### config.mk
export PLATFORM = sky130hd
export DESIGN_NAME = issue_queue
export DESIGN_NICKNAME = d
export VERILOG_FILES = /design/src/rtl/issue_queue_pkg.sv /design/src/rtl/iq_ram.sv /design/src/rtl/issue_queue.sv
export SDC_FILE = /design/constraint.sdc
export NUM_CORES = 2
export LEC_CHECK = 0
export CAP_MARGIN = 40
export CORE_UTILIZATION = 65
export DETAILED_ROUTE_END_ITERATION = 8
export GPL_ROUTABILITY_DRIVEN = 0
export PLACE_DENSITY_LB_ADDON = 0.1
export SLEW_MARGIN = 20
export SYNTH_ARGS = -nofsm -noshare
export SYNTH_HDL_FRONTEND = slang
export SYNTH_SLANG_ARGS = --single-unit
### constraint.sdc
create_clock -name clk -period 14.5 [get_ports clk]
set_input_delay 3.625 -clock clk [delete_from_list [all_inputs] [get_ports clk]]
set_output_delay 3.625 -clock clk [all_outputs]
set_load 0.05 [all_outputs]
### src/rtl/issue_queue_pkg.sv
// Shared widths, entry layout and pop-count helper for the instruction issue queue.
package issue_queue_pkg;

    localparam int unsigned IqDepth     = 16;
    localparam int unsigned InstBus     = 32;
    localparam int unsigned InstAddrBus = 32;
    localparam int unsigned BpuBus      = 33;

    typedef struct packed {
        logic [InstBus-1:0]     inst;
        logic [InstAddrBus-1:0] pc;
        logic [BpuBus-1:0]      bpu;
    } iq_entry_t;

    localparam int unsigned EntryW = $bits(iq_entry_t);

    // Number of entries leaving the queue this cycle (0, 1 or 2).
    function automatic logic [1:0] pop_num(input logic issued, input logic dual,
                                           input logic has1, input logic has2);
        logic [1:0] n;
        n = 2'd0;
        if (issued && has1) begin
            n = (dual && has2) ? 2'd2 : 2'd1;
        end
        return n;
    endfunction

endpackage

### src/rtl/iq_ram.sv
// Entry storage: DEPTH x EntryW, two write ports, two asynchronous read ports, no reset.
module iq_ram
    import issue_queue_pkg::*;
#(
    parameter int unsigned DEPTH = IqDepth,
    localparam int unsigned AW   = $clog2(DEPTH)
) (
    input  logic              clk,
    input  logic              i_we1,
    input  logic [AW-1:0]     i_waddr1,
    input  logic [EntryW-1:0] i_wdata1,
    input  logic              i_we2,
    input  logic [AW-1:0]     i_waddr2,
    input  logic [EntryW-1:0] i_wdata2,
    input  logic [AW-1:0]     i_raddr1,
    output logic [EntryW-1:0] o_rdata1,
    input  logic [AW-1:0]     i_raddr2,
    output logic [EntryW-1:0] o_rdata2
);

    logic [EntryW-1:0] r_mem [DEPTH];

    // Write addresses are always tail and tail+1, so the two ports never collide.
    always_ff @(posedge clk) begin
        if (i_we1) begin
            r_mem[i_waddr1] <= i_wdata1;
        end
        if (i_we2) begin
            r_mem[i_waddr2] <= i_wdata2;
        end
    end

    assign o_rdata1 = r_mem[i_raddr1];
    assign o_rdata2 = r_mem[i_raddr2];

endmodule

### src/rtl/issue_queue.sv
// Dual-lane instruction queue between fetch and decode with delay-slot tracking and flush.
module issue_queue
    import issue_queue_pkg::*;
#(
    parameter int unsigned DEPTH = IqDepth,
    localparam int unsigned AW   = $clog2(DEPTH),
    localparam int unsigned CW   = AW + 1
) (
    input  logic                   clk,
    input  logic                   rst,
    input  logic                   flush_i,
    input  logic                   push1_i,
    input  logic                   push2_i,
    input  logic [InstBus-1:0]     push_inst1_i,
    input  logic [InstBus-1:0]     push_inst2_i,
    input  logic [InstAddrBus-1:0] push_pc1_i,
    input  logic [InstAddrBus-1:0] push_pc2_i,
    input  logic [BpuBus-1:0]      push_bpu1_i,
    input  logic [BpuBus-1:0]      push_bpu2_i,
    output logic                   full_o,
    output logic [InstBus-1:0]     inst1_o,
    output logic [InstBus-1:0]     inst2_o,
    output logic [InstAddrBus-1:0] pc1_o,
    output logic [InstAddrBus-1:0] pc2_o,
    output logic [BpuBus-1:0]      bpu_o,
    output logic                   issue_en_o,
    input  logic                   issued_i,
    input  logic                   dual_i,
    input  logic                   ninst_in_delayslot_i,
    output logic                   is_in_delayslot_o,
    output logic [CW-1:0]          count_o
);

    logic [AW-1:0] r_head;
    logic [AW-1:0] r_tail;
    logic [CW-1:0] r_count;
    logic          r_dly;

    logic          w_full;
    logic          w_has1;
    logic          w_has2;
    logic          w_we1;
    logic          w_we2;
    logic [1:0]    w_npush;
    logic [1:0]    w_npop;
    logic [AW-1:0] w_head_p1;
    logic [AW-1:0] w_tail_p1;
    iq_entry_t     w_wd1;
    iq_entry_t     w_wd2;
    iq_entry_t     w_rd1;
    iq_entry_t     w_rd2;
    logic          w_unused_bpu2;

    assign w_full    = r_count > CW'(DEPTH - 2);
    assign w_has1    = r_count != '0;
    assign w_has2    = r_count >= CW'(2);
    assign w_head_p1 = r_head + AW'(1);
    assign w_tail_p1 = r_tail + AW'(1);

    // A lane-2 push without lane 1 would leave a hole, so lane 2 is gated by lane 1.
    assign w_we1   = push1_i && !w_full;
    assign w_we2   = w_we1 && push2_i;
    assign w_npush = {1'b0, w_we1} + {1'b0, w_we2};
    assign w_npop  = pop_num(issued_i, dual_i, w_has1, w_has2);

    assign w_wd1 = '{inst: push_inst1_i, pc: push_pc1_i, bpu: push_bpu1_i};
    assign w_wd2 = '{inst: push_inst2_i, pc: push_pc2_i, bpu: push_bpu2_i};

    iq_ram #(
        .DEPTH (DEPTH)
    ) u_iq_ram (
        .clk      (clk),
        .i_we1    (w_we1),
        .i_waddr1 (r_tail),
        .i_wdata1 (w_wd1),
        .i_we2    (w_we2),
        .i_waddr2 (w_tail_p1),
        .i_wdata2 (w_wd2),
        .i_raddr1 (r_head),
        .o_rdata1 (w_rd1),
        .i_raddr2 (w_head_p1),
        .o_rdata2 (w_rd2)
    );

    always_ff @(posedge clk) begin
        if (rst || flush_i) begin
            r_head  <= '0;
            r_tail  <= '0;
            r_count <= '0;
            r_dly   <= 1'b0;
        end else begin
            r_head  <= r_head + AW'(w_npop);
            r_tail  <= r_tail + AW'(w_npush);
            r_count <= r_count + CW'(w_npush) - CW'(w_npop);
            if (issued_i && !dual_i && ninst_in_delayslot_i) begin
                r_dly <= 1'b1;
            end else if (w_npop != 2'd0) begin
                r_dly <= 1'b0;
            end
        end
    end

    // Storage is never reset, so empty slots are masked to zero (decodes as NOP).
    always_comb begin
        inst1_o = '0;
        pc1_o   = '0;
        bpu_o   = '0;
        inst2_o = '0;
        pc2_o   = '0;
        if (w_has1) begin
            inst1_o = w_rd1.inst;
            pc1_o   = w_rd1.pc;
            bpu_o   = w_rd1.bpu;
        end
        if (w_has2) begin
            inst2_o = w_rd2.inst;
            pc2_o   = w_rd2.pc;
        end
    end

    assign w_unused_bpu2     = ^w_rd2.bpu;
    assign full_o            = w_full;
    assign issue_en_o        = w_has1;
    assign is_in_delayslot_o = r_dly;
    assign count_o           = r_count;

endmodule
==> out/results.txt <==
TritonCTS clock tree = done
Peak supply drop = 0.1687 mV
EDFF count, synth = 1552
Die area = 135200 sq um
Total GRT Usage = 0.3761
Drt wl/cell = 36.30 um
Worst Setup End Kind = output port
HPWL after DPL = 130.8 mm
Final Skew = 0.01992 ns
Antenna violations before repair = 55
Number of max-cap violations = 0
Worst-path fanout max = 49
Combinational power share = 0.309
Number of global-route vias before repair = 53.32k
Top cells by area, synth = edfxtp_1 (54%), mux4_2 (17%), mux2_2 (16%)
DRC marker count from the first detailed-route iteration = 6943
Pins Over Slew Limit = 0
Power share of the clock group = 0.307
Int Pwr = 9.166 mW
Register area share after synthesis = 0.5392
Post-Route WL = 253.0 mm
Final worst path period need = 9.016 ns
Sequential share of power = 0.384
Type of the most critical hold path = reg -> reg
Hold Startpoint = is_in_delayslot_o$_SDFFE_PP0P_
Setup tns final = 0 ns
Chip height = 367.8 um
Fillers = 7987
Commonest non-fill, non-tap cells in the layout = edfxtp_1 (1552), mux2_2 (1229), mux4_2 (644)
Max H-tree Level = 4
Net Count, Synth = 5174
Congestion Overflow GR = 0
ANT nets after route = 0
IO buf count = 370
Reg-to-Reg Start = count_o[4]$_SDFF_PP0_
R2R cell count = 10
Worst r2r dst = u_iq_ram.r_mem[7][18]$_DFFE_PP_
Share of cells above drive strength 1 = 0.4383
M3 GR Usage = 0.08917
Final Hold Violating Endpoints = 0
# placed instances = 6628
WHS = 0.5165 ns
Vias = 52.27k
Worst EP arrival = 5.39 ns
Post-Syn Area = 86960 sq um
First-pass iteration count of the detailed router = 5
FF+latch count, synth = 1566
Ys async rst share = 0
Worst path required time = 10.88 ns
Crit Path Class = reg -> out
CP dominant cell by count = buf_4
Util after Layout = 0.7396
Num rows = 133
DRC errors left = 0
Non-Filler Instances = 6969
Clk_lat worst skew = 0.79 ns
Slowest CP cell = clkdlybuf4s50_1
Largest net degree at the start of global routing = 154
Worst slew pin tran = 1.342 ns
Clk pin slew, worst setup/hold paths = 0.06 ns
Startpoint types = flop
Gate Count Post-Synth = 4956
WHS Path Cells = 2
Final worst slack = 5.484 ns
CTS root buffer = clkbuf_16
Max Buffers Root-to-Sink = 3
Commonest non-fill, non-tap cell in the layout = edfxtp_1
Mean area per synthesized cell = 17.55 sq um
Post-CTS setup buffer count = 0
Post-CTS Resized = 0
First-pass GRT wire length = 366.9 mm
Main synth FF type = edfxtp_1
Cell taking the most area after synthesis = edfxtp_1
Slew margin rel. = 0.1050
Final nets = 5266
Fmax = 110.9 MHz
Setup slack, reg-to-reg = 9.59 ns
Area Overhead vs Synth = 12.38%
Setup violators final = 0
Tcrit/Tclk final = 0.6218
RSZ-0062 raised after global routing = no
Grt met2 use = 0.5849
Final instance area = 97720 sq um
Sw Pwr = 4.336 mW
Status = completed
CTS Sinks = 1566
Post-DP Area = 92350 sq um
Sw Ratio = 0.3211
Power Density = 138.2 nW/um^2
Die X = 367.8 um
Cts hold-fix bufs = 0
Via-to-Cell Ratio = 7.501
CP cell instances = buf_4 -> buf_16 -> buf_4 -> buf_4 -> buf_4 -> buf_16 -> mux4_2 -> mux2i_1 -> o22ai_1 -> clkdlybuf4s50_1
Synth Warn # = 0
Hold EP = is_in_delayslot_o$_SDFFE_PP0P_
Global-route met1 utilization = 0.5231
Setup slack at placement = 4.995 ns
Distinct cells, synth = 47
Yosys top cell area share = 0.5360
Gr busiest metal = met2
Leak pwr = 29.21 nW
# IOs = 371
TritonCTS Buffers = 167
Core box area = 132100 sq um
Pwr Total = 13.50 mW
Max incr delay on CP = 0.75 ns
Initial Utilization = 0.6581
-- worst max-delay path, delay by kind of cell (launching register included) --
kind	cells	cell delay (ns)
compound gates	1	0.15
buf+inv	7	3.09
flops	1	0.54
mux	2	0.76
-- metal layers --
layer,vias to the layer above,routed length [um]
met5,-,361
met4,58,8709
met1,27320,94460
met2,3634,119300
li1,20700,-
met3,562,30110
-- cells in the mapped netlist (3+ instances only) --
cell type	n
edfxtp_1	1552
mux2_2	1229
mux4_2	644
mux2_1	323
mux2i_1	323
clkbuf_1	271
buf_2	195
o22ai_1	165
buf_4	65
buf_1	24
buf_6	20
a21oi_1	17
dfxtp_1	14
ha_1	14
nand2_1	10
nor2_1	10
nor2_2	8
and2_1	7
inv_1	5
nand2b_1	5
xnor2_1	5
xor2_1	5
nor2_4	4
nor2_8	4
a21o_1	3
nand3_1	3
o21ai_0	3
-- power groups by stage --
stage / clock network, mW / logic, mW / registers, mW
3_3_place_gp: 0 / 4.01 / 5.29
3_5_place_dp: 0 / 4.12 / 5.29
5_1_grt: 4.34 / 4.33 / 5.19
4_1_cts: 4.17 / 4.13 / 5.19
6_report: 4.15 / 4.17 / 5.19
2_1_floorplan: 0 / 2.82 / 5.28
-- cell families after synthesis --
kind of cell,after synthesis,share of synthesized area
AO/OA/AOI/OAI,198,0.01469
XOR/XNOR,10,0.001007
adder cells (fa/ha/maj),16,0.002475
buffers and inverters,580,0.03238
flip-flops,1566,0.5392
multiplexers,2519,0.4050
AND/OR/NAND/NOR,67,0.005310
-- cell type report --
class / count / area, sq um / area share
clock buffer: 217 / 4431 / 0.04534
antenna: 28 / 70.07 / 0.0007170
clock inverter: 90 / 742.0 / 0.007593
timing repair buffer: 498 / 5818 / 0.05954
sequential: 1566 / 46900 / 0.4799
multi-input combinational: 2810 / 37550 / 0.3842
inverter: 5 / 18.77 / 0.0001921
tap: 1755 / 2196 / 0.02247
-- sequential cells by signal, summed over array words and instances (netlist names) --
signal             count
r_tail                 4
is_in_delayslot_o      1
count_o                5
r_head                 4
u_iq_ram.r_mem      1552
-- how the worst max path moves through the flow --
| stage | startpoint | endpoint | slack, ns | depth (start not counted) |
|---|---|---|---|---|
| after global routing | r_head[0]$_SDFF_PP0_ | inst1_o[30] | 5.20 | 10 |
| after global placement | r_head[0]$_SDFF_PP0_ | inst1_o[14] | 4.86 | 8 |
| after detailed placement | r_head[0]$_SDFF_PP0_ | inst1_o[5] | 5.00 | 9 |
| after floorplan | push2_i | u_iq_ram.r_mem[5][0]$_DFFE_PP_ | 4.93 | 3 |
| final | r_head[0]$_SDFF_PP0_ | inst1_o[5] | 5.48 | 10 |
| after CTS | r_head[0]$_SDFF_PP0_ | inst1_o[5] | 4.15 | 9 |
(Power assumes the default switching activity.)
